## config.mk

```make
export PLATFORM = sky130hd
export DESIGN_NAME = dds_sweep_ctrl
export DESIGN_NICKNAME = d
export VERILOG_FILES = /design/src/rtl/dds_ctrl_pkg.sv /design/src/rtl/dds_dwell_timer.sv /design/src/rtl/dds_sweep_ctrl.sv
export SDC_FILE = /design/constraint.sdc
export NUM_CORES = 1
export LEC_CHECK = 0
export CAP_MARGIN = 5
export CORE_ASPECT_RATIO = 1.5
export CORE_UTILIZATION = 40
export CTS_CLUSTER_SIZE = 14
export DETAILED_ROUTE_END_ITERATION = 10
export SLEW_MARGIN = 0
export SYNTH_ARGS = -nofsm -noshare
export SYNTH_HDL_FRONTEND = slang
export SYNTH_SLANG_ARGS = --single-unit
```

## constraint.sdc

```tcl
create_clock -name clk -period 12.6 [get_ports clk]
set_clock_uncertainty 0.1 [all_clocks]
set_input_delay 2.52 -clock clk [delete_from_list [all_inputs] [get_ports clk]]
set_output_delay 2.52 -clock clk [all_outputs]
set_load 0.01 [all_outputs]
```

## src/rtl/dds_ctrl_pkg.sv

```systemverilog
// Shared encodings and default widths for the DDS frequency sweep controller.
package dds_ctrl_pkg;

  localparam int unsigned FW_DEF = 24;
  localparam int unsigned DW_DEF = 16;

  typedef enum logic [1:0] {
    MODE_SINGLE = 2'd0,
    MODE_SAW    = 2'd1,
    MODE_TRI    = 2'd2,
    MODE_RSVD   = 2'd3
  } mode_t;

  typedef enum logic {
    ST_IDLE = 1'b0,
    ST_RUN  = 1'b1
  } state_t;

  typedef enum logic {
    DIR_UP   = 1'b0,
    DIR_DOWN = 1'b1
  } dir_t;

  function automatic logic mode_supported(input logic [1:0] m);
    return (m != MODE_RSVD);
  endfunction

endpackage

```

## src/rtl/dds_dwell_timer.sv

```systemverilog
// Loadable down-counter; expire is high while the count reads zero.
module dds_dwell_timer #(
  parameter int unsigned DW = 16
) (
  input  logic          clk,
  input  logic          rst,
  input  logic          load,
  input  logic          en,
  input  logic [DW-1:0] load_val,
  output logic          expire
);

  logic [DW-1:0] cnt;

  always_ff @(posedge clk or posedge rst) begin
    if (rst) begin
      cnt <= '0;
    end else if (load) begin
      cnt <= load_val;
    end else if (en && (cnt != '0)) begin
      cnt <= cnt - 1'b1;
    end
  end

  assign expire = (cnt == '0);

endmodule

```

## src/rtl/dds_sweep_ctrl.sv

```systemverilog
// Linear DDS frequency sweep sequencer (single-shot, sawtooth, triangle)
// with an atomically latched shadow configuration.
module dds_sweep_ctrl
  import dds_ctrl_pkg::*;
#(
  parameter int unsigned FW = FW_DEF,
  parameter int unsigned DW = DW_DEF
) (
  input  logic          clk,
  input  logic          rst,
  input  logic          cfg_valid,
  output logic          cfg_ready,
  input  logic [FW-1:0] cfg_start,
  input  logic [FW-1:0] cfg_stop,
  input  logic [FW-1:0] cfg_step,
  input  logic [DW-1:0] cfg_dwell,
  input  logic [1:0]    cfg_mode,
  output logic          cfg_err,
  input  logic          start,
  input  logic          abort,
  output logic [FW-1:0] fre_dat,
  output logic          fre_upd,
  output logic          dds_en,
  output logic          busy,
  output logic          done
);

  state_t        state;
  dir_t          dir;

  logic [FW-1:0] sh_start, sh_stop, sh_step;
  logic [DW-1:0] sh_dwell;
  mode_t         sh_mode;
  logic          sh_valid;

  // Working copy taken at start, so a config accepted alongside start
  // only affects the following sweep.
  logic [FW-1:0] ac_start, ac_stop, ac_step;
  logic [DW-1:0] ac_dwell;
  mode_t         ac_mode;

  logic          cfg_bad;
  logic          start_go;
  logic          tmr_load;
  logic          tmr_expire;
  logic [DW-1:0] tmr_val;

  logic [FW:0]   sum;
  logic [FW:0]   diff;
  logic [FW-1:0] up_val;
  logic [FW-1:0] dn_val;
  logic [FW-1:0] nxt_val;
  dir_t          nxt_dir;
  logic          sweep_end;

  assign cfg_ready = (state == ST_IDLE);
  assign busy      = (state == ST_RUN);

  assign cfg_bad  = (cfg_step == '0) || (cfg_start > cfg_stop) ||
                    !mode_supported(cfg_mode);
  assign start_go = (state == ST_IDLE) && start && sh_valid && !abort;

  assign tmr_load = start_go || ((state == ST_RUN) && tmr_expire && !abort);
  assign tmr_val  = (state == ST_IDLE) ? sh_dwell : ac_dwell;

  dds_dwell_timer #(
    .DW(DW)
  ) u_dwell (
    .clk      (clk),
    .rst      (rst),
    .load     (tmr_load),
    .en       (state == ST_RUN),
    .load_val (tmr_val),
    .expire   (tmr_expire)
  );

  // One extra bit exposes carry/borrow so the clamp never sees a wrapped value.
  assign sum    = {1'b0, fre_dat} + {1'b0, ac_step};
  assign diff   = {1'b0, fre_dat} - {1'b0, ac_step};
  assign up_val = (sum[FW]  || (sum[FW-1:0]  >= ac_stop))  ? ac_stop  : sum[FW-1:0];
  assign dn_val = (diff[FW] || (diff[FW-1:0] <= ac_start)) ? ac_start : diff[FW-1:0];

  always_comb begin
    nxt_val   = fre_dat;
    nxt_dir   = dir;
    sweep_end = 1'b0;
    if (dir == DIR_UP) begin
      if (fre_dat == ac_stop) begin
        case (ac_mode)
          MODE_SAW: nxt_val = ac_start;
          MODE_TRI: begin
            nxt_dir = DIR_DOWN;
            nxt_val = dn_val;
          end
          default:  sweep_end = 1'b1;
        endcase
      end else begin
        nxt_val = up_val;
      end
    end else if (fre_dat == ac_start) begin
      nxt_dir = DIR_UP;
      nxt_val = up_val;
    end else begin
      nxt_val = dn_val;
    end
  end

  always_ff @(posedge clk or posedge rst) begin
    if (rst) begin
      state    <= ST_IDLE;
      dir      <= DIR_UP;
      fre_dat  <= '0;
      fre_upd  <= 1'b0;
      dds_en   <= 1'b0;
      done     <= 1'b0;
      cfg_err  <= 1'b0;
      sh_start <= '0;
      sh_stop  <= '0;
      sh_step  <= '0;
      sh_dwell <= '0;
      sh_mode  <= MODE_SINGLE;
      sh_valid <= 1'b0;
      ac_start <= '0;
      ac_stop  <= '0;
      ac_step  <= '0;
      ac_dwell <= '0;
      ac_mode  <= MODE_SINGLE;
    end else begin
      fre_upd <= 1'b0;
      done    <= 1'b0;
      cfg_err <= 1'b0;

      if ((state == ST_IDLE) && cfg_valid) begin
        if (cfg_bad) begin
          cfg_err <= 1'b1;
        end else begin
          sh_start <= cfg_start;
          sh_stop  <= cfg_stop;
          sh_step  <= cfg_step;
          sh_dwell <= cfg_dwell;
          sh_mode  <= mode_t'(cfg_mode);
          sh_valid <= 1'b1;
        end
      end

      if (abort) begin
        state  <= ST_IDLE;
        dds_en <= 1'b0;
      end else begin
        case (state)
          ST_IDLE: begin
            if (start_go) begin
              state    <= ST_RUN;
              dir      <= DIR_UP;
              fre_dat  <= sh_start;
              fre_upd  <= 1'b1;
              dds_en   <= 1'b1;
              ac_start <= sh_start;
              ac_stop  <= sh_stop;
              ac_step  <= sh_step;
              ac_dwell <= sh_dwell;
              ac_mode  <= sh_mode;
            end
          end
          ST_RUN: begin
            if (tmr_expire) begin
              if (sweep_end) begin
                state <= ST_IDLE;
                done  <= 1'b1;
              end else begin
                fre_dat <= nxt_val;
                dir     <= nxt_dir;
                fre_upd <= 1'b1;
              end
            end
          end
          default: state <= ST_IDLE;
        endcase
      end
    end
  end

endmodule

```

==> reports/metrics.cfg, run 1 <==
[setup_path]
worstPathMaxFanout = 16
r2r_cells = 20
cp.arrival_ns = 7.14
worstSetupStartpointType = register
r2r-start = fre_dat[0]
end_kind = register
r2r_end = fre_dat[14]
rrSetupSlack_ns = 5.81
path_class = register to register
critical_path_required_ns = 12.96

[final_layout]
area_growth_pct = 17.2
drive_above_1_share_pct = 10.9
diodes = 0
fin_cells = 2258
nets = 1976

[clock_network]
clk-insertion-delay-late_ns = 0.55
post_cts_resize_count = 0
cts.sinks = 227
cts_max_path_buffers = 3
cts_buffers = 26
clk_pin_slew_ns = 0.06
cts_tree = yes
cts_hold_buf = 0
post-cts-setup-buffers = 0
h-tree-depth = 1
root_buffer = clkbuf_16

[timing]
setup_ws_ns = 5.81
rsz0062_at_grt = no
setup_violations = 0
slew_headroom_pct = 26.6
clock.fmax_mhz = 147
fin_hold_ws_ns = 0.370
timing.final.crit_share_pct = 53.9
hold_viol_final = 0
worstMarginPinSlew_ns = 1.10
final.setup.tns_ns = 0
maxSlewViolCount = 0
layout_min_cycle_time_ns = 6.79

[yosys]
synth-seq-cells = 227
synthFlopType = dfrtp_1
synth_warnings = 0
netlist_instances = 1661
syn_nets = 1881
ys_seq_area_share_pct = 37.7
netlist_area_mm2 = 0.0151
syn_area_per_cell_um2 = 9.08
async_reset_ff_share_pct = 100
synth-edff-count = 0
synth_cell_types = 83

[detailed_routing]
drc_errors = 0
antenna_left = 0
drt_pass1_iterations = 7
wl_um = 50200
drtIter0Drc = 642
routed_via_density = 5.65
wl_per_cell_um = 22.2
vias = 12800

[global_route]
grt.overflow.total = 0
grt_pass1_vias = 13100
grt_max_degree = 81
antenna_found_initial = 0
grt_pass1_wl_um = 76900
grt.total_usage_pct = 26.3

[min_path]
hp-start = ac_dwell[2]
min_path_type = register to register
holdPathStages = 2
worstHoldEndpoint = ac_dwell[2]

[power_and_ir_drop]
powerDensity_mw_per_mm2 = 310
irDropWorstVdd_v = 0.000158
cellLeakagePower_nw = 7.69
power_mw = 5.49

[die]
fp.dieW_um = 161
pin_count = 125
die_h_um = 240
core_area_mm2 = 0.0369
rows = 86
dieArea_mm2 = 0.0385
initial_utilization_pct = 40.9

[job]
drv_cap = 0

[placement]
dp_slack_ns = 5.36
dpl.hpwl_um = 38600
gp_congestion = 0.937
numPortBuffers = 124
dp.cells = 2212

[run_status]
status = finished, final reports clean

[stage by stage]
| step | instance area [µm²] | util, % |
|---|---|---|
| 2_1_floorplan | 15100 | - |
| 3_3_place_gp | 16800 | 45.4 |
| 3_5_place_dp | 16800 | 45.4 |
| 4_1_cts | 17700 | 47.9 |
| 5_1_grt | 17700 | 47.9 |
| 6_report | 17700 | 47.9 |
[cell usage after synthesis (23+ instances only)]
cell type	n	area [µm²]
nand4_1	26	163
xor2_1	35	307
dfrtp_1	227	5680
inv_1	145	544
ha_1	123	1540
nand2_1	197	739
nor2_1	79	297
mux2i_1	26	260
mux2_2	99	1110
o211ai_1	23	173
clkbuf_1	46	173
a21oi_1	115	576
xnor2_1	55	482
o21ai_0	138	691
nand3_1	23	115
[kinds of logic (layout without fill, tap and decap cells)]
family	count (synthesis)	count (layout)	share of synthesized area (%)
flops	227	227	37.7
mux	125	125	9.12
fa+ha+maj	125	125	10.5
buf+inv	222	335	5.95
compound gates	441	441	18.4
simple gates	431	431	13.2
xor+xnor	90	90	5.23
[report_power, final]
| part | leakage (nW) | total [mW] | internal, mW | switching, mW |
|---|---|---|---|---|
| Sequential | 2.72 | 1.26 | 0.966 | 0.289 |
| Clock | 0.448 | 0.816 | 0.494 | 0.322 |
| Combinational | 4.52 | 3.42 | 1.33 | 2.08 |
[registers in the layout, summed over array words and instances (netlist names), 2 cells and up]
register / flops
sh_start: 24
sh_dwell: 16
sh_step: 24
ac_step: 24
u_dwell.cnt: 16
ac_start: 24
sh_stop: 24
ac_mode: 2
fre_dat: 24
ac_stop: 24
sh_mode: 2
ac_dwell: 16
[how the worst max path moves through the flow]
stage / from / end / cells past startpoint
5_1_grt: fre_dat[0] / fre_dat[14] / 20
3_3_place_gp: cfg_stop[1] / sh_step[3] / 13
4_1_cts: fre_dat[0] / fre_dat[14] / 20
3_5_place_dp: cfg_stop[1] / sh_stop[4] / 13
6_report: fre_dat[0] / fre_dat[14] / 20
2_1_floorplan: rst / ac_dwell[0] / 1
[final cells by class]
cell class,instances,area [µm²]
sequential,227,5680
inverter,146,556
timing repair buffer,143,1380
multi-input combinational,1212,8540
clock buffer,33,738
tap,484,606
fill,3595,19200
clock inverter,13,174
[placed cells by master, fill, tap and decap left out, types with 12 or more instances in the layout]
cell type | synthesis | layout
mux2_2 | 99 | 99
a21oi_1 | 115 | 113
nand4_1 | 26 | 26
nand2_1 | 197 | 197
nor2_1 | 79 | 78
mux2i_1 | 26 | 26
a21o_1 | 21 | 21
o21ai_0 | 138 | 138
inv_1 | 145 | 144
buf_4 | 4 | 19
xnor2_1 | 55 | 55
nor2b_1 | 15 | 15
xor2_1 | 35 | 35
clkbuf_16 | 0 | 27
o31ai_1 | 15 | 15
nand3_1 | 23 | 23
nand2b_1 | 12 | 12
ha_1 | 123 | 123
o211ai_1 | 23 | 23
a31oi_1 | 15 | 15
nor3_1 | 20 | 20
dfrtp_1 | 227 | 227
clkdlybuf4s50_1 | 0 | 124
nor4_1 | 21 | 21
[critical path, stage by stage (launching register included)]
cell	delay (ns)
dfrtp_1	0.51
inv_1	0.10
ha_1	0.16
inv_1	0.05
fa_1	0.44
a211oi_1	0.28
o211ai_1	0.20
a21o_1	0.26
a21oi_1	0.33
nand2_1	0.10
a21oi_1	0.19
xnor2_1	0.12
ha_1	0.34
nand4_1	0.22
nor4_1	0.94
o31ai_1	0.34
nand3b_2	0.38
nand2_2	0.46
o22ai_2	0.67
a22oi_1	0.23
a41oi_1	0.26
[metal layers]
metal / routed length (µm) / vias up / global-route usage [%]
met4: 2540 / 0 / 13.1
met2: 25800 / 376 / 47.9
li1: - / 6035 / -
met5: 0 / - / 0
met1: 19700 / 6255 / 30.5
met3: 2140 / 99 / 2.78
(Power assumes the default switching activity.)
==> run 2: changes to the inputs <==
==> constraint.sdc (replaced) <==
create_clock -name clk -period 6.4 [get_ports clk]
set_clock_uncertainty 0.1 [all_clocks]
set_input_delay 1.28 -clock clk [delete_from_list [all_inputs] [get_ports clk]]
set_output_delay 1.28 -clock clk [all_outputs]
set_load 0.01 [all_outputs]
==> reports/metrics.cfg, run 2 (synthesized netlist as in run 1, its figures left out) <==
[run_status]
status = finished, final reports clean

[timing]
worstMarginPinSlew_ns = 0.831  ; -0.269 ns
hold_viol_final = 0  ; unchanged
timing.final.crit_share_pct = 88.1  ; +34 points
maxSlewViolCount = 0  ; unchanged
layout_min_cycle_time_ns = 5.64  ; -1.15 ns
clock.fmax_mhz = 177  ; +20%
setup_violations = 0  ; unchanged
fin_hold_ws_ns = 0.363  ; -0.00623 ns
rsz0062_at_grt = no
final.setup.tns_ns = 0  ; unchanged
slew_headroom_pct = 44.3  ; +18 points

[final_layout]
fillerInstances = 3529  ; -1.8%
regArea_mm2 = 0.00568  ; unchanged
final_common_cell = dfrtp_1
drive_above_1_share_pct = 11.1  ; +0.18 points
multi_input_area_mm2 = 0.00854  ; about the same
layout_common_cells = dfrtp_1 (227), nand2_1 (197), inv_1 (144), o21ai_0 (138), clkdlybuf4s50_1 (124)
utilization_pct = 48.3  ; +0.39 points
nets = 1982  ; +0.30%
diodes = 0  ; unchanged
area_growth_pct = 18.1
finalInstanceArea_mm2 = 0.0178  ; +0.81%

[setup_path]
cp.arrival_ns = 6.01  ; -1.13 ns
cp.buffers_inverters = 2  ; unchanged
worstPathMaxFanout = 9  ; -7
crit_chain = inv_1 -> ha_1 -> inv_1 -> fa_1 -> a211oi_1 -> o211ai_1 -> a21o_1 -> a221o_1 -> a21o_1 -> a21oi_1 -> xnor2_1 -> ha_1 -> nand4_1 -> nor4_1 -> o31ai_1 -> nand3b_2 -> nand2_2 -> o22ai_2 -> a22oi_1 -> a41oi_1
cpLargestDelayFamily = compound AO/OA/AOI/OAI gates
slowest_stage = nor4_1
end_kind = register
cpPeakStageDelay_ns = 0.59  ; -0.35 ns
path_class = register to register
critical_path_required_ns = 6.78  ; -6.18 ns
worstSetupStartpointType = register

[detailed_routing]
wl_um = 48500  ; -3.2%
routed_via_density = 5.61  ; -0.79%
drc_errors = 0  ; unchanged
drt_pass1_iterations = 5  ; -2
wl_per_cell_um = 21.4  ; -3.5%
antenna_left = 0  ; unchanged
drtIter0Drc = 806  ; +26%
vias = 12700  ; -0.49%

[global_route]
grt_max_degree = 132  ; +63%
grt_pass1_vias = 12900  ; -1.6%
antenna_found_initial = 1  ; +1
grt.total_usage_pct = 25.5  ; -0.76 points
grt_pass1_wl_um = 75100  ; -2.3%
grt.overflow.total = 0  ; unchanged

[clock_network]
cts_buffers = 26  ; unchanged
clk_pin_slew_ns = 0.07  ; about the same
cts.sinks = 227  ; unchanged
cts_tree = yes
cts_hold_buf = 0  ; unchanged
post-cts-setup-buffers = 0  ; unchanged
root_buffer = clkbuf_16
clk-insertion-delay-late_ns = 0.56  ; about the same
post_cts_resize_count = 0  ; unchanged
h-tree-depth = 1  ; unchanged
cts_max_path_buffers = 3  ; unchanged

[job]
drv_cap = 0  ; unchanged

[power_and_ir_drop]
cellLeakagePower_nw = 7.75  ; +0.83%
irDropWorstVdd_v = 0.000308  ; +95%
power_mw = 10.8  ; +98%
powerDensity_mw_per_mm2 = 609  ; +96%

[die]
fp.dieW_um = 161  ; unchanged
core_area_mm2 = 0.0369  ; unchanged
die_h_um = 240  ; unchanged
pin_count = 125  ; unchanged
initial_utilization_pct = 40.9  ; unchanged
dieArea_mm2 = 0.0385  ; unchanged
rows = 86  ; unchanged

[placement]
dpl.hpwl_um = 37800  ; -2.0%
placed_area_mm2 = 0.0168  ; +0.45%
gp_congestion = 0.932  ; -0.53%
numPortBuffers = 124  ; unchanged

[min_path]
min_path_type = register to register

run 2: cell types whose count changed in the layout (fill, tap and decap cells not counted):
cell	before	now
buf_12	0	3
inv_6	0	1
a21oi_1	113	114
clkinv_2	6	3
clkbuf_1	2	4
a21oi_2	1	0
buf_4	19	22
clkbuf_8	4	2
bufinv_16	4	7
run 2: area by class of cell:
| class | instances | area share (%) |
|---|---|---|
| repair buffers | 149 | 8.23 |
| inverters | 146 | 3.10 |
| flip-flops and latches | 227 | 31.9 |
| multi-input cells | 1212 | 47.9 |
| clock buffers | 33 | 4.03 |
| well taps | 484 | 3.40 |
| clock inverters | 14 | 1.47 |
run 2: final timing paths:
check                            from          end  slack (ns)  cells past startpoint
max                        fre_dat[0]  fre_dat[14]        0.76                     20
min                        sh_stop[0]   ac_stop[0]        0.36                      2
max reg2reg                fre_dat[0]  fre_dat[14]        0.76                     20
min reg2reg                sh_stop[0]   ac_stop[0]        0.36                      2
max in group asynchronous         rst  fre_dat[12]        3.79                      4
min in group asynchronous         rst   ac_stop[1]        1.13                      3
run 2: metrics by stage:
stage | instances | worst slack (ns)
after detailed placement | 2218 | 0.770
after floorplan | 1661 | 1.73
after CTS | 2265 | 0.753
after global placement | 2218 | 0.911
final | 2265 | 0.763
after global routing | 2265 | 0.386
run 2: power by group:
| group | total [mW] | internal [mW] | switching [mW] |
|---|---|---|---|
| clock | 1.72 | 1.08 | 0.641 |
| combinational | 6.69 | 2.64 | 4.05 |
| sequential | 2.44 | 1.90 | 0.538 |
run 2: worst reg2reg max path: cells and delay by family, from the launching register on:
kind,cells,cell delay (ns)
AOI/OAI and AO/OA,10,2.63
and+or+nand+nor,4,1.15
adders and majority gates,3,0.93
DFF,1,0.47
xor gates and xnor gates,1,0.16
buffers and inverters,2,0.14
run 2: routing by layer:
layer	vias to the layer above	part of all wire (%)	global-route usage (%)
met5	-	0	0
met4	0	5.4	13.4
li1	6058	-	-
met2	380	50	46.0
met1	6161	40	29.8
met3	104	4.3	2.69
